<file path="src/rtl/mem_arb.sv">
// mem_arb: round-robin arbiter between icache and dcache for the single memory port
module mem_arb #(
    parameter int ADDR_W = 32,
    parameter int LINE_W = 128
) (
    input  logic              clk,
    input  logic              reset,
    input  logic              ic_req,
    input  logic [ADDR_W-1:0] ic_addr,
    output logic              ic_ack,
    output logic [LINE_W-1:0] ic_data,
    input  logic              dc_req,
    input  logic              dc_we,
    input  logic [ADDR_W-1:0] dc_addr,
    input  logic [LINE_W-1:0] dc_wdata,
    output logic              dc_ack,
    output logic [LINE_W-1:0] dc_data,
    output logic              m_req,
    output logic              m_we,
    output logic [ADDR_W-1:0] m_addr,
    output logic [LINE_W-1:0] m_wdata,
    input  logic              m_ack,
    input  logic [LINE_W-1:0] m_rdata
);
    typedef enum logic [1:0] {IDLE, BUSY, RESP} state_t;
    state_t state;
    logic   grant;
    logic   last;
    logic   pick_dc;
    // dcache wins when it is alone or when icache was served last
    always_comb pick_dc = dc_req && (!ic_req || !last);
    // arbitration FSM with registered memory and client outputs
    always_ff @(posedge clk) begin
        if (reset) begin
            state   <= IDLE;
            grant   <= 1'b0;
            last    <= 1'b0;
            m_req   <= 1'b0;
            m_we    <= 1'b0;
            m_addr  <= '0;
            m_wdata <= '0;
            ic_ack  <= 1'b0;
            dc_ack  <= 1'b0;
            ic_data <= '0;
            dc_data <= '0;
        end else begin
            case (state)
                IDLE: if (ic_req || dc_req) begin
                    grant   <= pick_dc;
                    m_req   <= 1'b1;
                    m_we    <= pick_dc && dc_we;
                    m_addr  <= pick_dc ? dc_addr : ic_addr;
                    m_wdata <= pick_dc ? dc_wdata : '0;
                    state   <= BUSY;
                end
                BUSY: if (m_ack) begin
                    m_req <= 1'b0;
                    last  <= grant;
                    state <= RESP;
                    if (grant) begin
                        dc_ack <= 1'b1;
                        if (!m_we) dc_data <= m_rdata;
                    end else begin
                        ic_ack  <= 1'b1;
                        ic_data <= m_rdata;
                    end
                end
                RESP: begin
                    ic_ack <= 1'b0;
                    dc_ack <= 1'b0;
                    state  <= IDLE;
                end
                default: state <= IDLE;
            endcase
        end
    end
endmodule
</file>
<file path="config.mk">
export PLATFORM = sky130hd
export DESIGN_NAME = mem_arb
export DESIGN_NICKNAME = d
export VERILOG_FILES = /design/src/rtl/mem_arb.sv
export SDC_FILE = /design/constraint.sdc
export NUM_CORES = 1
export LEC_CHECK = 0
export CORE_AREA = 2 2 288 290
export CTS_CLUSTER_DIAMETER = 40
export CTS_CLUSTER_SIZE = 14
export DETAILED_ROUTE_END_ITERATION = 16
export DIE_AREA = 0 0 290 292
export PLACE_DENSITY_LB_ADDON = 0.1
export SYNTH_ARGS = -nofsm -noshare
export SYNTH_HDL_FRONTEND = slang
export SYNTH_SLANG_ARGS = --single-unit
</file>
<file path="constraint.sdc">
create_clock -name clk -period 1.4 [get_ports clk]
set_input_delay 0.28 -clock clk [delete_from_list [all_inputs] [get_ports clk]]
set_output_delay 0.28 -clock clk [all_outputs]
set_load 0.005 [all_outputs]
</file>
* After elaboration in Yosys (flattened, before gate mapping)
Cells that the tools add are included.
** Word-level totals
- Register bits :: 424
- Input port bits :: 326
- Output and inout port bits :: 420
- Word-level logic and storage cells :: 50
** Operators by class
- Eq/ne operators :: 6
- Muxes and demuxes :: 14
- Bitwise logic cells :: 2
- Reduce and logical (&&, ||, !) cells :: 17
** Operators by type and width (number)
- 2-to-1 mux 128 bit :: 1
- 2-to-1 mux 32 bit :: 1
- AND reduction 3 bit :: 4
- inequality test 2 bit (second input constant) :: 4
- 2-to-1 mux 1 bit :: 6
- one-hot mux 1 bit (2 select lines) :: 3
- AND reduction 2 bit :: 3
- 2-to-1 mux 2 bit :: 2
- one-hot mux 2 bit (2 select lines) :: 1
- AND reduction 4 bit :: 1
- nonzero test 2 bit :: 2
- equality test 2 x 1 -> 1 bit (second input constant) :: 1
- equality test 2 bit (second input constant) :: 1
- logical AND 1 bit :: 2
- logical NOT 1 bit :: 2
- logical NOT 2 bit :: 1
- logical OR 1 bit :: 2
- inverter 1 bit :: 2

* Depth between registers and ports, before layout
Gate-level depths: netlist (run 1).
- Depth in word-level cells :: 4
- Gate-level depth with buffers :: 7
- Gate-level depth less buffers :: 3

* Least setup slack after synthesis (run 1)
No wires, ideal clock.
- Path type :: register -> register
- Start :: register state[0]
- End :: register dc_data[121]
- Setup time :: 0.120 ns
- Arrival :: 1.420 ns
- Data required time :: 1.280 ns
- Slack :: -0.139 ns
- Cell stages (with the launch flop) :: 8
- Path buffers :: 4
- Clock period less this slack :: 1.539 ns
- Cell sequence :: dfxtp_1 buf_4 nand3b_4 or3b_1 clkbuf_1 buf_4 buf_6 mux2i_1
** On the way
- Word-level cells in the longest chain between the ends :: 2
** Ends and longest elaborated chain
- start, declared :: RTL line 26 : state_t state;
- start signal, assigned :: RTL line 35 : state <= IDLE;
- start signal, assigned :: RTL line 54 : state <= BUSY;
- start signal, assigned :: RTL line 59 : state <= RESP;
- equality test 2 x 1 -> 1 bit :: RTL line 47 : case (state)
- AND reduction 4 bit (no source line)
- end signal, assigned :: RTL line 62 : if (!m_we) dc_data <= m_rdata;
- end, declared :: RTL line 17 : output logic [LINE_W-1:0] dc_data,
Every way passes these cells.
A chain may end at the register's enable or synchronous reset.

* Worst setup path after layout (run 1)
- Start :: register state[1]
- End :: register dc_data[31]
Same word-level chain as after synthesis.

==> key figures, run 1 <==
Final layout
  • Fillers: 8242
  • Register area: 9010 um^2
  • Nets: 2818
  • Commonest cells after routing, fill and taps aside: dfxtp_2 (385), nand2_1 (324), clkdlybuf4s50_1 (324), buf_6 (272), nand2b_1 (256)
  • Post-route insts no fill: 3654
  • Layout cell share with drive strength beyond 1: 46.0%
  • Area of the multi-input gates: 6630 um^2
  • Most common cell after layout, fill and taps aside: dfxtp_2
  • Area Growth Syn to Fin: 89.3%

Timing
  • Setup TNS: -38.58 ns
  • Unrepaired setup endpoints after global routing: yes
  • Final Cycle Share: 114%
  • Measured slew at the worst slew-check pin: 0.587 ns
  • Slew Limit Fails: 0
  • Worst setup margin: -0.193 ns
  • F_max: 0.628 GHz
  • Slew HR: 60.8%
  • Min cycle time layout: 1.59 ns
  • Clock Skews: 0.0332 ns
  • Final Hold Vio Count: 0
  • Final setup vio count: 390

Placement
  • Port Buffers: 745
  • Cell total after placement: 3396
  • RePlAce Congestion: 0.921
  • Dpl hpwl: 54900 um

Die
  • Core ar.: 81600 um^2
  • Starting density of the core: 19.1%
  • I/O pin count: 746
  • Die Ht: 292 um
  • Die Width: 290 um
  • Row Count: 105
  • Die area: 84700 um^2

Synthesis
  • Cells after synthesis: 1616
  • Syn Nets: 1942
  • Synth unique cells: 28
  • Seq cells post-synth: 424
  • Synth area leaders: dfxtp_1 (54%), nand2b_1 (10%), mux2i_1 (8.2%)
  • Syn avg cell area: 9.66 um^2
  • Sequential area share after synthesis: 54.4%
  • Post-synthesis cell area: 15600 um^2
  • Yosys top cell area share: 54.4%
  • Yosys Warn Count: 0
  • Largest area contributor in the netlist: dfxtp_1

Clock tree
  • Worst-path clk slew: 0.05 ns
  • Hold buffers post-CTS: 0
  • Clk_lat worst skew: 0.62 ns
  • Max H-tree Level: 3
  • Number of buffers created by CTS: 99
  • Buffer depth of the longest clock path: 3
  • Clock tree root driver cell: clkbuf_16
  • CTS sink count: 424
  • CTS tree: done

GRT
  • Vias in the first global route: 15700
  • GRT Resource Usage Total: 16.5%
  • Pin count of the biggest net entering global routing: 64
  • Total congestion overflow: 0
  • First-pass GRT wire length: 105000 um
  • Initial antenna violation count: 17

Critical path
  • Crit path max-delay family: simple AND/OR/NAND/NOR gates
  • CP Cell Sequence: nand3b_4, or3b_4, clkbuf_16, mux2i_1
  • CP max-delay cell: or3b_4
  • Worst path required time: 1.88 ns
  • Startpoint Class: flip-flop
  • Worst r2r dst: dc_data[31]
  • Crit path launch: state[1]
  • Crit path kind: reg2reg
  • Reg2Reg Setup Slack: -0.19 ns
  • Reg-to-reg critical path startpoint: state[1]
  • Critical Path Max Stage Delay: 0.55 ns
  • Max Fanout on Critical Path: 8
  • Worst Reg-to-Reg Cells: 4
  • WP buf/inv: 1
  • CP Data Arrival Time: 2.07 ns
  • Critical path endpoint category: flip-flop

Min path
  • Hold path endpoint: ic_data[118]
  • Hold Path Origin: reset
  • WHS Path Cells: 3
  • Worst hold path class: in2reg

Power
  • Net Sw Frac: 23.9%
  • Sequential power share: 31.3%
  • P_leak: 12.7 nW
  • Clock power frac: 57.6%
  • Switch Pwr: 10.1 mW
  • IR Drop Worst-Case VDD: 0.872 mV
  • Internal power consumption: 32.1 mW
  • Combinational share of power: 11.1%
  • PwrDens: 1430 nW/um^2

Route
  • WL final: 75200 um
  • Remaining antenna violation count: 0
  • Wire per inst: 20.6 um
  • DRT Pass-1 Iters: 5
  • Drc violations: 0
  • Initial drt markers: 659
  • Post-DR vias/cell: 4.15
  • Via count: 15200

Status
  • Violated checks: setup timing
  • Status: complete, but fails checks

Run
  • Max-cap violations: 0
[kinds of logic (layout without fill, tap and decap cells)]
| kind of cell | count (synthesis) | in the layout | synth area share (%) |
|---|---|---|---|
| simple gates | 592 | 594 | 18.8 |
| flops | 424 | 424 | 54.4 |
| compound gates | 333 | 333 | 14.6 |
| buf+inv | 139 | 1093 | 4.03 |
| mux | 128 | 128 | 8.21 |
| other cells | 0 | 12 | 0 |
[layer usage]
layer | track usage (%) | share of wire [%] | vias to the layer above
met5 | 0 | 0.094 | -
met4 | 7.38 | 3.1 | 12
met3 | 5.72 | 7.4 | 127
met2 | 27.9 | 49 | 537
met1 | 18.7 | 41 | 7194
li1 | - | - | 7289
[worst max-delay path by stage]
stage / end / slack (ns) / cells after the start
2_1_floorplan: m_wdata[117] / -0.1 / 6
3_3_place_gp: dc_data[19] / -0.67 / 6
3_5_place_dp: dc_data[16] / -0.71 / 6
4_1_cts: dc_data[3] / -0.20 / 4
5_1_grt: dc_data[41] / -0.24 / 4
6_report: dc_data[31] / -0.19 / 4
[sequential cells by signal, indices dropped and copies added (netlist names)]
register / cells
dc_data: 128
ic_data: 128
m_wdata: 128
m_addr: 32
state: 2
dc_ack: 1
grant: 1
ic_ack: 1
last: 1
m_req: 1
m_we: 1
[per-stage QoR]
step	area [um^2]	worst slack (ns)	power, mW	utilization, %	hold slack [ns]
after detailed placement	25000	-0.711	17.8	30.7	0.444
after global routing	29600	-0.244	43.9	36.2	0.110
after floorplan	15700	-0.0957	14.7	-	0.413
after CTS	29000	-0.205	42.8	35.6	0.0803
after global placement	25000	-0.674	17.8	30.7	0.441
final	29600	-0.193	42.2	36.2	0.136
[cells in the mapped netlist (all sizes together)]
library cell and instances:
and2 1, nor3b 1, o21ai 2, inv 2, a21oi 167, nand4 1
or3b 1, buf 52, a311oi 32, nand2 324, or2 1, nand3 1
clkbuf 85, mux2i 128, nand3b 1, a21bo 2, a21boi 1, dfxtp 424
nand4bb 1, nand2b 256, nor2 2, a22o 129, nor4bb 1, nor4 1
[worst min-delay path: cells and delay by family]
kind / cells / cell delay, ns
compound gates: 1 / 0.06
buf+inv: 2 / 0.33
[area by class of cell]
cell class	instances	share of cell area, %
clock buffer	119	9.18
clock inverter	62	2.90
antenna	12	0.102
timing repair buffer	910	30.3
inverter	2	0.0254
sequential	424	30.5
tap	1070	4.53
multi-input combinational	1055	22.4
[repair_timing]
item	4_1_cts	5_1_grt
buffers inserted	44	7
setup endpoints to repair	839	626
cloned	0	14
gates resized for setup	2375	36
endpoints found under the hold margin	0	0
pin swaps	1	31
[power by group through the flow]
stage,clock network (mW),registers [mW],logic [mW]
after global routing,25.6,13.3,5.03
after detailed placement,0,13.3,4.57
after global placement,0,13.2,4.57
final,24.3,13.2,4.69
after floorplan,0,13.2,1.45
after CTS,25.0,13.2,4.59
Note: power is estimated with default switching activity, not from simulation.
==> run 2, diff against run 1 <==
--- a/config.mk
+++ b/config.mk
@@ -10,6 +10,7 @@
 export CTS_CLUSTER_SIZE = 14
 export DETAILED_ROUTE_END_ITERATION = 16
 export DIE_AREA = 0 0 290 292
+export HOLD_SLACK_MARGIN = 0.02
 export PLACE_DENSITY_LB_ADDON = 0.1
 export SYNTH_ARGS = -nofsm -noshare
 export SYNTH_HDL_FRONTEND = slang
==> results of run 2 <==
Final layout, timing and power as in run 1 (identical DEF).
